[src/rtl/phys_reg_free_list_if.sv]
// Rename/retire port bundle for the physical register free list.
// The master side is rename (pop) plus ROB retirement (push); the slave side is the list itself.
interface phys_reg_free_list_if #(
    parameter int REG_FILE_ADDR_WIDTH = 7
);
    logic                           alloc_en;
    logic                           alloc_valid;
    logic [REG_FILE_ADDR_WIDTH-1:0] alloc_reg;
    logic                           free_en;
    logic [REG_FILE_ADDR_WIDTH-1:0] free_reg;
    logic [REG_FILE_ADDR_WIDTH:0]   free_count;
    logic                           empty;
    logic                           full;
    logic                           error;

    modport master (
        output alloc_en, free_en, free_reg,
        input  alloc_valid, alloc_reg, free_count, empty, full, error
    );

    modport slave (
        input  alloc_en, free_en, free_reg,
        output alloc_valid, alloc_reg, free_count, empty, full, error
    );
endinterface

[src/rtl/phys_reg_free_list.sv]
// Circular FIFO of free physical register numbers.
// Membership bits catch double frees; protocol violations raise a sticky error flag.
module phys_reg_free_list #(
    parameter int REG_FILE_ADDR_WIDTH = 7,
    parameter int ARCH_REGS           = 32
) (
    input  logic                clock,
    input  logic                reset,
    phys_reg_free_list_if.slave fl
);
    localparam int PHYS_REGS = 2 ** REG_FILE_ADDR_WIDTH;
    localparam int W         = REG_FILE_ADDR_WIDTH;

    logic [W-1:0]         entry [PHYS_REGS];
    logic [W-1:0]         head;
    logic [W-1:0]         tail;
    logic [W:0]           count;
    logic [PHYS_REGS-1:0] in_list;
    logic                 error_q;

    logic list_empty;
    logic list_full;
    logic do_pop;
    logic pop_err;
    logic push_req;
    logic do_push;
    logic dbl_free;
    logic ovf_free;

    assign list_empty = (count == '0);
    assign list_full  = (count == (W+1)'(PHYS_REGS - 1));

    assign fl.alloc_reg   = entry[head];
    assign fl.alloc_valid = !list_empty;
    assign fl.free_count  = count;
    assign fl.empty       = list_empty;
    assign fl.full        = list_full;
    assign fl.error       = error_q;

    assign do_pop   = fl.alloc_en && !list_empty;
    assign pop_err  = fl.alloc_en && list_empty;

    // Membership is checked against pre-edge state, so freeing the register
    // being popped this same cycle is treated as a double free.
    assign push_req = fl.free_en && (fl.free_reg != '0);
    assign dbl_free = push_req && in_list[fl.free_reg];
    assign ovf_free = push_req && !in_list[fl.free_reg] && list_full;
    assign do_push  = push_req && !in_list[fl.free_reg] && !list_full;

    always_ff @(posedge clock) begin
        if (reset) begin
            for (int i = 0; i < PHYS_REGS; i++) begin
                if (i < PHYS_REGS - ARCH_REGS)
                    entry[i] <= W'(i + ARCH_REGS);
                else
                    entry[i] <= '0;
                in_list[i] <= (i >= ARCH_REGS);
            end
            head    <= '0;
            tail    <= W'(PHYS_REGS - ARCH_REGS);
            count   <= (W+1)'(PHYS_REGS - ARCH_REGS);
            error_q <= 1'b0;
        end else begin
            if (do_pop) begin
                head                  <= head + 1'b1;
                in_list[fl.alloc_reg] <= 1'b0;
            end
            if (do_push) begin
                entry[tail]          <= fl.free_reg;
                tail                 <= tail + 1'b1;
                in_list[fl.free_reg] <= 1'b1;
            end
            case ({do_push, do_pop})
                2'b10:   count <= count + 1'b1;
                2'b01:   count <= count - 1'b1;
                default: count <= count;
            endcase
            if (pop_err || dbl_free || ovf_free)
                error_q <= 1'b1;
        end
    end
endmodule

[src/flat_wrapper.sv]
// flat-port wrapper written by rule: the top's interface ports become plain ports
module phys_reg_free_list_flat 
#(
    parameter int REG_FILE_ADDR_WIDTH = 7,
    parameter int ARCH_REGS           = 32
)
  (clock, reset, fl_alloc_en, fl_free_en, fl_free_reg, fl_alloc_valid, fl_alloc_reg, fl_free_count, fl_empty, fl_full, fl_error);
  phys_reg_free_list_if #(.REG_FILE_ADDR_WIDTH(REG_FILE_ADDR_WIDTH)) fl_i ();
  input  logic clock;
  input  logic reset;
  input wire logic [$bits(fl_i.alloc_en)-1:0] fl_alloc_en;
  input wire logic [$bits(fl_i.free_en)-1:0] fl_free_en;
  input wire logic [$bits(fl_i.free_reg)-1:0] fl_free_reg;
  output wire logic [$bits(fl_i.alloc_valid)-1:0] fl_alloc_valid;
  output wire logic [$bits(fl_i.alloc_reg)-1:0] fl_alloc_reg;
  output wire logic [$bits(fl_i.free_count)-1:0] fl_free_count;
  output wire logic [$bits(fl_i.empty)-1:0] fl_empty;
  output wire logic [$bits(fl_i.full)-1:0] fl_full;
  output wire logic [$bits(fl_i.error)-1:0] fl_error;
  assign fl_i.alloc_en = fl_alloc_en;
  assign fl_i.free_en = fl_free_en;
  assign fl_i.free_reg = fl_free_reg;
  assign fl_alloc_valid = fl_i.alloc_valid;
  assign fl_alloc_reg = fl_i.alloc_reg;
  assign fl_free_count = fl_i.free_count;
  assign fl_empty = fl_i.empty;
  assign fl_full = fl_i.full;
  assign fl_error = fl_i.error;
  phys_reg_free_list #(.REG_FILE_ADDR_WIDTH(REG_FILE_ADDR_WIDTH), .ARCH_REGS(ARCH_REGS)) u_core (.clock(clock), .reset(reset), .fl(fl_i));
endmodule
[config.mk]
export PLATFORM = sky130hd
export DESIGN_NAME = phys_reg_free_list_flat
export DESIGN_NICKNAME = d
export VERILOG_FILES = /design/src/rtl/phys_reg_free_list_if.sv /design/src/rtl/phys_reg_free_list.sv /design/src/flat_wrapper.sv
export SDC_FILE = /design/constraint.sdc
export NUM_CORES = 2
export LEC_CHECK = 0
export CORE_UTILIZATION = 25
export DETAILED_ROUTE_END_ITERATION = 8
export RECOVER_POWER = 100
export SETUP_SLACK_MARGIN = 0.3
export SYNTH_ARGS = -nofsm -noshare
export SYNTH_HDL_FRONTEND = slang
export SYNTH_SLANG_ARGS = --single-unit
[constraint.sdc]
create_clock -name clock -period 7.15 [get_ports clock]
set_clock_uncertainty 0.05 [all_clocks]
set_input_delay 1.0725 -clock clock [delete_from_list [all_inputs] [get_ports clock]]
set_output_delay 1.0725 -clock clock [all_outputs]
set_load 0.005 [all_outputs]
==> metrics.csv <==
metric,value,unit
synth_seq_cells,1054,
grt_usage,0.166,
cts_buffers,108,
power_switching,3.40,mW
cts_root_buf,clkbuf_16,
synth_fp_nets,4079,
coreArea,0.193,mm2
setup_violations,0,
r2r_end,u_core.in_list[124],
floorplan.die_area,0.196,mm2
synthArstFlopShare,0,
switching_share,0.250,
peakVddDrop,0.199,mV
cp.arrival,7400,ps
clkLatencyLatePin,760,ps
clk_pin_slew_worst_paths,60,ps
reg2reg_slack,330,ps
die_w,443,um
synth_edf_count,896,
power,13.6,mW
drt_iter0_drc,5108,
p_leak,15.4,nW
timing_hold_violations_final,0,
ys.flop_type,edfxtp_1,
synth_cells,4063,
antenna_found_initial,4,
rr_worst_depth,11,
vias,35400,
clock.fmax,0.143,GHz
fin_cells,6664,
drv_cap,13,
path_class,in -> reg,
ys_seq_area_frac,0.618,
start_kind,input pin,
placementRows,161,
start_util,0.252,
area.growth.synth_to_final,13.5,%
hold_buffers,0,
grt_pass1_vias,34200,
pwr-share-comb,0.077,
htreeDepth,3,
dr.pass1.iters,7,
min-delay-start,u_core.in_list[0],
cts_tree,built,
fp.dieH,443,um
power.internal,10.2,mW
violations,"max-capacitance violations, max-slew violations",
worstSetupEndpointType,register,
cts_sinks,1054,
antenna_left,0,
place_area,0.0522,mm2
portBuffers,29,
pwr-share-clk,0.417,
yosys.area.top_type_share,0.553,
cp_max_fo,35,
ys_top_cells_by_area,"edfxtp_1, mux2i_1, dfxtp_1, nor2_1, nand2_1",
ys_warn_count,0,
overflow,0,
ys_types,77,
drv_slew,249,
io_pins,30,
min_to,u_core.in_list[0],
cts_buffer_depth,3,
post-cts-setup-buffers,0,
route.detailed.drc,0,
min_path_cells,2,
rsz0062_at_grt,false,
post-synth-top-count-cell,edfxtp_1,
slew_headroom,-0.356,
syn_area,0.0486,mm2
power.density,246,mW/mm2
status,"finished, violations left",
routabilityCongestion,0.913,
ys_top_cells_by_count,"edfxtp_1, nor2_1, nand2_1",
vias_per_cell,5.31,
worst_pin_slew,2010,ps
required,7570,ps
hold_class,reg -> reg,
drt-total-wl,168000,um
seq_power_share,0.506,
finalCriticalPeriod,6980,ps
grt_max_degree,68,
setup_tns,0,ps
placed_cells,6459,
grt_pass1_wl,242000,um
wl_per_cell,25.3,um
hpwl,112000,um
avgSynthCellArea,12.0,um2
final_layout_size_suffix_gt1_frac,0.101,
cts_resized,0,
stdcell_area,0.0552,mm2
fin_crit_sh,0.976,
yosys.area.top_type,edfxtp_1,
fin_nets,4059,
worst max path at each step:
stage / startpoint / end / slack, ps / depth (start not counted)
global route: fl_free_reg[1] / u_core.entry[38][2] / 170 / 13
finish: fl_free_reg[1] / u_core.entry[38][2] / 170 / 13
CTS: register / fl_alloc_reg[2] / 540 / 9
global placement: fl_free_reg[1] / u_core.fl.free_count[6] / 780 / 20
detailed placement: fl_free_reg[1] / u_core.fl.free_count[6] / 860 / 20
floorplan: fl_free_reg[1] / u_core.fl.free_count[6] / 1460 / 20
stage by stage:
stage / utilization / setup WS (ps) / hold slack, ps
floorplan: - / 1460 / 358
global placement: 0.271 / 778 / 386
detailed placement: 0.271 / 862 / 380
CTS: 0.289 / 540 / 389
global route: 0.286 / 165 / 417
finish: 0.286 / 174 / 391
routing by layer:
layer  global-route usage  vias to the layer above  share of wire
met5                    0                        -       0.000077
met4               0.0772                        2          0.048
met3               0.0349                      389           0.10
met2                0.264                     2115           0.46
met1                0.215                    17900           0.39
li1                     -                    15000              -
final cells by class:
| cell class | instances | area, um2 |
|---|---|---|
| antenna | 2 | 5.00 |
| clock buffer | 136 | 2920 |
| clock inverter | 67 | 556 |
| fill | 19500 | 138000 |
| inverter | 27 | 106 |
| multi-input combinational | 2638 | 16900 |
| sequential | 1054 | 30100 |
| tap | 2526 | 3160 |
| timing repair buffer | 214 | 1460 |
worst max-delay path, cell delays in order:
cell and delay, ps:
buf_4 570, clkinv_1 560, clkbuf_1 450, mux4_2 470, a21oi_1 80, a211o_1 270
nor4_1 330, clkbuf_1 1090, nand3_1 230, clkbuf_1 320, nor3_2 1390, buf_4 400
nand2_1 80
logic make-up after synthesis:
group,count (synthesis),share of synthesized area
simple gates,1631,0.150
flops,1054,0.618
compound gates,537,0.0781
mux,447,0.114
buf+inv,371,0.0349
xor+xnor,18,0.00324
fa+ha+maj,5,0.00129
registers in the layout, indices dropped and copies added, names as in the netlist, named ones only:
register              cells
u_core.tail               7
u_core.in_list          128
u_core.fl.free_count      8
u_core.entry            896
u_core.head               7
u_core.fl.error           1
power groups by stage:
stage	clock network [mW]	logic, mW	registers [mW]
2_1_floorplan	0	0.644	6.94
3_5_place_dp	0	1.06	7.00
5_1_grt	5.93	1.08	6.88
6_report	5.66	1.05	6.87
4_1_cts	5.70	1.07	6.87
3_3_place_gp	0	1.05	6.99
cells in the final DEF (no fill, tap or decap), types with 83 or more instances in the layout:
| cell type | Yosys | final |
|---|---|---|
| edfxtp_1 | 896 | 896 |
| nor2_1 | 660 | 658 |
| nand2_1 | 584 | 585 |
| mux2i_1 | 349 | 349 |
| dfxtp_1 | 158 | 153 |
| o21ai_0 | 151 | 151 |
| a22oi_1 | 138 | 138 |
| clkbuf_16 | 0 | 112 |
| clkbuf_1 | 187 | 105 |
| nand3_1 | 95 | 95 |
| buf_4 | 34 | 84 |
| mux4_2 | 83 | 83 |
| a221o_1 | 83 | 83 |
(Power assumes the default switching activity.)
